File: config.mk
export PLATFORM = sky130hd
export DESIGN_NAME = latch_write_arbiter
export DESIGN_NICKNAME = d
export VERILOG_FILES = /design/src/rtl/latch_write_arbiter.sv
export SDC_FILE = /design/constraint.sdc
export NUM_CORES = 1
export LEC_CHECK = 0
export ABC_AREA = 1
export CAP_MARGIN = 15
export CELL_PAD_IN_SITES_DETAIL_PLACEMENT = 2
export CELL_PAD_IN_SITES_GLOBAL_PLACEMENT = 2
export CORE_MARGIN = 10
export CORE_UTILIZATION = 29
export CTS_BUF_LIST = sky130_fd_sc_hd__clkbuf_4 sky130_fd_sc_hd__clkbuf_8
export CTS_CLUSTER_SIZE = 25
export DETAILED_ROUTE_END_ITERATION = 7
export PLACE_DENSITY = 0.83
export SLEW_MARGIN = 10
export SYNTH_ARGS = -nofsm -noshare
export SYNTH_HDL_FRONTEND = slang
export SYNTH_SLANG_ARGS = --single-unit
File: constraint.sdc
create_clock -name clk -period 2.1 [get_ports clk]
set_input_delay 0.315 -clock clk [delete_from_list [all_inputs] [get_ports clk]]
set_output_delay 0.315 -clock clk [all_outputs]
set_load 0.05 [all_outputs]
File: src/rtl/latch_write_arbiter.sv
// Round-robin write controller for a bank of transparent latches on one shared bus.
// Each accepted write runs SETUP -> OPEN -> CLOSE so data is stable around the gate window.
module latch_write_arbiter #(
  parameter int WIDTH       = 8,
  parameter int DEPTH       = 4,
  parameter int NREQ        = 2,
  parameter int AW          = 2,
  parameter int OPEN_CYCLES = 2
) (
  input  logic                  clk,
  input  logic                  reset,
  input  logic [NREQ-1:0]       req,
  input  logic [NREQ*AW-1:0]    req_addr,
  input  logic [NREQ*WIDTH-1:0] req_data,
  output logic [NREQ-1:0]       gnt,
  output logic [NREQ-1:0]       done,
  output logic                  err,
  output logic                  busy,
  output logic [WIDTH-1:0]      bus_data,
  output logic [DEPTH-1:0]      latch_gate
);

  localparam int PW = (NREQ > 1) ? $clog2(NREQ) : 1;
  localparam int CW = (OPEN_CYCLES > 1) ? $clog2(OPEN_CYCLES) : 1;

  typedef enum logic [1:0] {IDLE, SETUP, OPEN, CLOSE} state_t;

  state_t            state_q, state_d;
  logic [PW-1:0]     ptr_q, ptr_d;
  logic [PW-1:0]     win_q, win_d;
  logic [AW-1:0]     addr_q, addr_d;
  logic [CW-1:0]     cnt_q, cnt_d;
  logic [NREQ-1:0]   gnt_d, done_d;
  logic              err_d, busy_d;
  logic [WIDTH-1:0]  bus_d;
  logic [DEPTH-1:0]  gate_d;

  logic [PW-1:0]     pick;
  logic [AW-1:0]     sel_addr;
  logic [WIDTH-1:0]  sel_data;
  logic              addr_ok;
  logic [DEPTH-1:0]  target_gate;

  // Lowest offset from p (wrapping) among the asserted requests wins.
  function automatic logic [PW-1:0] rr_pick(input logic [NREQ-1:0] r, input logic [PW-1:0] p);
    logic [PW-1:0] idx;
    rr_pick = p;
    for (int i = NREQ - 1; i >= 0; i--) begin
      idx = PW'((int'(p) + i) % NREQ);
      if (r[idx]) rr_pick = idx;
    end
  endfunction

  assign pick        = rr_pick(req, ptr_q);
  assign sel_addr    = AW'(req_addr >> (int'(pick) * AW));
  assign sel_data    = WIDTH'(req_data >> (int'(pick) * WIDTH));
  assign addr_ok     = int'(sel_addr) < DEPTH;
  assign target_gate = ~(DEPTH'(1) << addr_q);

  always_ff @(posedge clk or posedge reset) begin
    if (reset) begin
      state_q    <= IDLE;
      ptr_q      <= '0;
      win_q      <= '0;
      addr_q     <= '0;
      cnt_q      <= '0;
      gnt        <= '0;
      done       <= '0;
      err        <= 1'b0;
      busy       <= 1'b0;
      bus_data   <= '0;
      latch_gate <= '1;
    end else begin
      state_q    <= state_d;
      ptr_q      <= ptr_d;
      win_q      <= win_d;
      addr_q     <= addr_d;
      cnt_q      <= cnt_d;
      gnt        <= gnt_d;
      done       <= done_d;
      err        <= err_d;
      busy       <= busy_d;
      bus_data   <= bus_d;
      latch_gate <= gate_d;
    end
  end

  always_comb begin
    state_d = state_q;
    ptr_d   = ptr_q;
    win_d   = win_q;
    addr_d  = addr_q;
    cnt_d   = cnt_q;
    gnt_d   = '0;
    done_d  = '0;
    err_d   = 1'b0;
    busy_d  = busy;
    bus_d   = bus_data;
    gate_d  = '1;
    case (state_q)
      IDLE: begin
        busy_d = 1'b0;
        if (|req) begin
          win_d = pick;
          ptr_d = (int'(pick) == NREQ - 1) ? '0 : pick + 1'b1;
          gnt_d = NREQ'(1) << pick;
          // Out-of-range targets are acknowledged and dropped without touching the bus.
          if (addr_ok) begin
            addr_d  = sel_addr;
            bus_d   = sel_data;
            busy_d  = 1'b1;
            state_d = SETUP;
          end else begin
            err_d = 1'b1;
          end
        end
      end
      SETUP: begin
        state_d = OPEN;
        cnt_d   = CW'(OPEN_CYCLES - 1);
        gate_d  = target_gate;
      end
      OPEN: begin
        if (cnt_q == '0) begin
          state_d = CLOSE;
          done_d  = NREQ'(1) << win_q;
        end else begin
          cnt_d  = cnt_q - 1'b1;
          gate_d = target_gate;
        end
      end
      CLOSE: begin
        state_d = IDLE;
        busy_d  = 1'b0;
      end
      default: state_d = IDLE;
    endcase
  end

endmodule

# Word-level counts from Yosys, hierarchy flattened
# Index checks and enable logic that the tools add are counted.
# classes
mux	20
order_cmp	2
eq_ne	5
shift	5
n_reduce_logical	6
n_bitwise	1
add_sub_neg	3
# op_table
operator	n
$shr 16x4->8	1
$mux 2	6
$mux 1	9
$pmux 2 s4	1
$pmux 4 s2	1
$eq 2x2->1 const B	2
$lt 1x2->1 const B	2
$mux 4	1
$ne 2x2->1 const B	2
$not 4->4	1
$pmux 1 s2	2
$reduce_and 2->1	2
$reduce_bool 2->1	2
$shl 1x1->2 const A	2
$shl 1x2->4 const A	1
$shr 4x2->2	1
$add 1x1->1 const B	2
$eq 2x1->1 const B	1
$logic_not 2->1	1
$reduce_or 2->1	1
$sub 1x1->1 const B	1
# totals
wordCells	52
output_inout_bits	18
input_bits	24
register_bits	24

# Depth between registers and ports, before layout
# Gate-level depths: netlist of run 1.
# depth
depth_word	8
mapped_depth	6
mapped_depth_nobuf	6

# Worst setup path after synthesis of run 1
# OpenSTA, ideal clock, no wires.
# synth_path
path_kind	reg2reg
from	register state_q[0]
to	register state_q[0]
arrival_time_ns	1.087
path_buffers	0
setup_ns	0.117
setup_slack_ns	0.896
path_stages_with_launch	6
required_time_ns	1.983
period_less_slack_ns	1.204
path_cell_list	dfrtp_1 inv_1 ha_1 or2_2 nand3_1 nand2_1
# synth_via
elab_chain_cells	3
elab_cells_between_ends	8
classes_between	5 x eq/ne; 1 x mux; 2 x reduce/logical
# synth_rtl
element	line	source
start: declaration	28	state_t state_q, state_d;
start signal: assignment	74	state_q <= state_d;
$eq 2x2->1 / $logic_not 2->1 (equally long branches)	100	case (state_q)
$ne 2x2->1 (no line)	n/a	
$reduce_and 2->1 (no line)	n/a	
# Several ways; a longest one is shown, not always the timed one.
# A chain may end at the register's enable or synchronous reset.

# Worst setup path after layout of run 1
# layout_path
from	register latch_gate[1]
to	output port latch_gate[1]
# layout_lines
element	line	source
start: declaration	20	output logic [DEPTH-1:0] latch_gate
start signal: assignment	84	latch_gate <= gate_d;
# No word-level cell between the ends.

==> impl_metrics.ini, run 1 <==
[critical_path]
worstPathCellList = clkdlybuf4s50_1
cp_num_buf_inv = 1
path_class = register to output port
startpoint_type = register
rrSetupSlack_ns = 0.39
crit_family = buffers and inverters
critPathCaptureType = output port
max_stage_delay_ns = 0.79
cp.required_ns = 1.78
cp_data_arrival_time_ns = 1.58
cp_max_fo = 1
cpMaxStageDelayCell = clkdlybuf4s50_1

[timing]
hold_violations = 0
slew_viol_final = 0
period_needed_ns = 1.90
worst_pin_slew_ns = 0.540
max_freq_ghz = 0.527
rsz0062_at_grt = false
fin_setup_tns_ns = 0
fin_skew_ns = 0.00237
fin_crit_sh_pct = 90.3
slew_headroom_pct = 63.9
fin_ws_ns = 0.204
setup_viol = 0

[final_layout]
final_cell_count_no_fill = 217
n_antenna_cell = 0
num-nets-final = 197
drive_above_1_share_pct = 21.6
area_growth_pct = 40.5
fin_util_pct = 42.7

[yosys]
synth.area.mux_share_pct = 0
synthAdderAreaFrac_pct = 5.11
yosys.area_share.simple_pct = 35.9
synth_nets = 154
syn_area_per_cell_um2 = 9.79
synth_compound_area_share_pct = 3.37
yosysSeqAreaShare_pct = 49.5
yosysUniqueCellTypes = 17
ys_warn_count = 0
synth_top_family_by_area = simple AND/OR/NAND/NOR gates
synth_xor_area_share_pct = 0
ys_ff_latch = 24
netlist_instances = 125
syn_area_mm2 = 0.00122

[cts]
cts.clk_slew.worst_paths_ns = 0.09
insertion_delay_ns = 0.26
cts_setup_buffers = 0
cts_tree = done
clkSinkCount = 24
post_cts_resized = 0
clk_path_buf_depth = 2
root_buffer = clkbuf_8
h-tree-depth = 1
cts_buffers = 3
ctsHoldBuffers = 0

[drt]
drt-total-wl_um = 3740
drt_first_pass_iters = 2
postRouteAntennaNets = 0
wire_per_inst_um = 17.2
via_count = 1052
viasPerCell = 4.85
drtIter0Drc = 21
drc = 0

[floorplanning]
dieArea_mm2 = 0.00722
rows = 23
core_mm2 = 0.00403
io_pins = 42
die_w_um = 85.0
start_util_pct = 30.4
die_h_um = 85.0

[run]
cap_violations = 0

[grt]
grt_pass1_wl_um = 6210
grt_pass1_vias = 1249
grt_usage_pct = 10.3
grt_max_degree = 25
overflow = 0
antenna_found_initial = 0

[place]
hpwlAfterDp_um = 3060
pre_cts_slack_ns = 0.380
gp_congestion = 0.822
placedCellCount = 213
port_buffers = 40

[pwr]
pwr_density_cell_mw_per_mm2 = 1610
vdd_ir_drop_max_mv = 0.563
power_leakage_nw = 0.820

[status]
status = complete, no violations

[hold_path]
holdCritPathClass = input port to asynchronous set/reset pin
layout make-up:
class	instances	area (um^2)
fill	455	2310
sequential	24	606
inverter	11	41.3
tap	50	62.6
clock buffer	4	55.1
multi-input combinational	87	547
timing repair buffer	41	408
state kept, by name, summed over array words and instances, names as in the netlist:
signal      flops
busy            1
gnt             2
state_q         2
bus_data        8
cnt_q           1
addr_q          2
latch_gate      4
ptr_q           1
win_q           1
done            2
worst paths after layout:
| kind | from | end | cells after the start |
|---|---|---|---|
| max in group asynchronous | reset | latch_gate[1] | 3 |
| min in group clk | win_q | done[0] | 1 |
| hold / removal | reset | cnt_q | 3 |
| hold reg to reg | win_q | done[0] | 1 |
| setup / recovery | latch_gate[1] | latch_gate[1] | 1 |
| setup reg to reg | state_q[0] | bus_data[1] | 6 |
kinds of logic (layout without fill, tap and decap cells):
logic type / Yosys count / in the layout
and+or+nand+nor: 73 / 73
DFF: 24 / 24
buffers and inverters: 14 / 56
AOI/OAI and AO/OA: 8 / 8
adders and majority gates: 5 / 5
other: 1 / 1
metrics by stage:
step | cell area (um^2) | hold slack [ns] | power (mW)
after detailed placement | 1660 | 0.464 | 2.50
after CTS | 1720 | 0.416 | 2.83
after floorplan | 1220 | 0.327 | 1.97
final | 1720 | 0.403 | 2.77
after global routing | 1720 | 0.446 | 3.00
after global placement | 1660 | 0.447 | 2.40
routing by layer:
| metal | part of all wire, % | vias to the layer above | global-route usage, % |
|---|---|---|---|
| met5 | 0 | - | 0 |
| met4 | 0 | 0 | 0.898 |
| met3 | 9.9 | 0 | 5.26 |
| met2 | 52 | 32 | 19.7 |
| met1 | 38 | 524 | 10.0 |
| li1 | - | 496 | - |
cells in the mapped netlist:
cell | instances | area share, %
nand3_1 | 22 | 9.0
dfrtp_1 | 20 | 41
nand3_2 | 20 | 16
nand2_1 | 14 | 4.3
nor2_1 | 12 | 3.7
inv_1 | 9 | 2.8
ha_1 | 5 | 5.1
dfstp_2 | 4 | 8.6
nand2_2 | 4 | 2.0
o21ai_0 | 4 | 1.6
a21oi_1 | 3 | 1.2
buf_6 | 2 | 1.8
inv_2 | 2 | 0.61
buf_4 | 1 | 0.61
conb_1 | 1 | 0.31
o22ai_1 | 1 | 0.51
or2_2 | 1 | 0.51
power by group:
part / switching, mW / leakage [nW] / internal [mW]
Clock: 0.145 / 0.0288 / 0.167
Combinational: 1.07 / 0.500 / 0.551
Sequential: 0.150 / 0.291 / 0.694
cells in the final DEF, fill, tap and decap left out:
cell             count
inv_1                9
dfrtp_1             20
or2_2                1
a21oi_1              3
nand3_1             22
inv_2                2
ha_1                 5
nor2_1              12
conb_1               1
clkdlybuf4s50_1     40
dfstp_2              4
clkbuf_8             4
buf_4                1
nand2_1             14
o21ai_0              4
o22ai_1              1
nand2_2              4
nand3_2             20
(Power assumes the default switching activity.)
==> run 2, diff against run 1 <==
--- a/config.mk
+++ b/config.mk
@@ -9,12 +9,12 @@
 export CAP_MARGIN = 15
 export CELL_PAD_IN_SITES_DETAIL_PLACEMENT = 2
 export CELL_PAD_IN_SITES_GLOBAL_PLACEMENT = 2
-export CORE_MARGIN = 10
-export CORE_UTILIZATION = 29
+export CORE_UTILIZATION = 25
 export CTS_BUF_LIST = sky130_fd_sc_hd__clkbuf_4 sky130_fd_sc_hd__clkbuf_8
 export CTS_CLUSTER_SIZE = 25
 export DETAILED_ROUTE_END_ITERATION = 7
-export PLACE_DENSITY = 0.83
+export GPL_TIMING_DRIVEN = 1
+export PLACE_DENSITY = 0.76
 export SLEW_MARGIN = 10
 export SYNTH_ARGS = -nofsm -noshare
 export SYNTH_HDL_FRONTEND = slang
==> constraint.sdc (replaced) <==
create_clock -name clk -period 1.7 [get_ports clk]
set_input_delay 0.255 -clock clk [delete_from_list [all_inputs] [get_ports clk]]
set_output_delay 0.255 -clock clk [all_outputs]
set_load 0.05 [all_outputs]
==> impl_metrics.ini, run 2 (synthesis gave the netlist of run 1 again) <==
[floorplanning]
die_h_um = 72.0
core_mm2 = 0.00472
rows = 25
start_util_pct = 25.9
die_w_um = 72.0
dieArea_mm2 = 0.00518
io_pins = 42

[cts]
cts_buffers = 3
clk_path_buf_depth = 2
root_buffer = clkbuf_8
post_cts_resized = 0
insertion_delay_ns = 0.27
cts_setup_buffers = 0
cts_tree = done
cts.clk_slew.worst_paths_ns = 0.09
ctsHoldBuffers = 0
h-tree-depth = 1
clkSinkCount = 24

[timing]
fin_crit_sh_pct = 85.8
rsz0062_at_grt = false
setup_viol = 0
whs_ns = 0.160
max_freq_ghz = 0.686
fin_setup_tns_ns = 0
period_needed_ns = 1.46
fin_skew_ns = 0.00487
slew_viol_final = 0
hold_violations = 0

[critical_path]
cp_num_buf_inv = 2
cpMaxStageDelayCell = dfrtp_1
path_class = register to register
startpoint_type = register
max_stage_delay_ns = 0.41
worst_path_most_repeated_cell = inv_1
cp.required_ns = 1.89
critPathCaptureType = register
worstPathCellList = inv_1, ha_1, inv_1, a21oi_1, o21ai_0
cp_max_fo = 4
worstSetupPathDepth = 5
crit_family = compound AO/OA/AOI/OAI gates
worst_r2r_path_depth = 5
cp_data_arrival_time_ns = 1.64

[drt]
drc = 0
drt_first_pass_iters = 4
via_count = 1074
wire_per_inst_um = 14.6
drtIter0Drc = 3
postRouteAntennaNets = 0
viasPerCell = 4.55
drt-total-wl_um = 3450

[place]
port_buffers = 40
gp_congestion = 0.776
hpwlAfterDp_um = 2850

[final_layout]
num-nets-final = 199
drive_above_1_share_pct = 32.5
final_cell_mix = 23 x clkdlybuf4s50_1, 22 x nand3_1, 20 x nand3_2, 20 x dfrtp_1, 20 x buf_4
largest-register = bus_data
final_common_cell = clkdlybuf4s50_1
n_antenna_cell = 0
largest_register_ff_count = 8
reg.largest.list = bus_data x8, latch_gate x4
area_growth_pct = 41.3
n_fill_cell = 529

[hold_path]
holdCritPathClass = input port to asynchronous set/reset pin

[grt]
grt_max_degree = 21
antenna_found_initial = 0
grt_pass1_wl_um = 6000
overflow = 0
grt_pass1_vias = 1313
grt_usage_pct = 15.0

[pwr]
pwr_density_cell_mw_per_mm2 = 2030
power_leakage_nw = 0.856
vdd_ir_drop_max_mv = 0.684

[status]
status = complete, no violations

[run]
cap_violations = 0
run 2: cell type report:
cell class	count	area [um^2]	area share [%]
inverters	11	41.3	2.39
clock inverters	1	30.0	1.74
multi-input cells	87	547	31.6
clock buffers	3	41.3	2.39
repair buffers	43	380	22.0
well taps	67	83.8	4.85
flip-flops and latches	24	606	35.0
run 2: path summary, 6_finish.rpt:
kind	startpoint	end	slack [ns]
max	state_q[0]	latch_gate[1]	0.24
min reg2reg	win_q	done[0]	0.48
max reg2reg	state_q[0]	latch_gate[1]	0.24
max in group asynchronous	reset	latch_gate[0]	0.98
min in group clk	win_q	done[0]	0.48
min	reset	cnt_q	0.16
run 2: metrics by stage:
| step | power (mW) | cell area, um^2 | worst slack [ns] | instances | util (%) |
|---|---|---|---|---|---|
| 2_1_floorplan | 2.43 | 1220 | 0.496 | 125 | - |
| 3_3_place_gp | 2.92 | 1660 | 0.281 | 232 | 35.1 |
| 3_5_place_dp | 3.04 | 1660 | 0.200 | 232 | 35.1 |
| 4_1_cts | 3.56 | 1730 | 0.199 | 236 | 36.6 |
| 5_1_grt | 3.76 | 1730 | 0.118 | 236 | 36.6 |
| 6_report | 3.51 | 1730 | 0.242 | 236 | 36.6 |
run 2: per-layer routing:
layer,global-route usage (%),share of wire (%)
met1,15.1,38
met2,30.8,56
met5,0,0
met3,2.78,4.6
met4,4.58,1.4
run 2: report_power, final:
group | switching, mW | total (mW) | internal, mW
Clock | 0.196 | 0.511 | 0.315
Sequential | 0.190 | 1.05 | 0.857
Combinational | 1.31 | 1.95 | 0.640
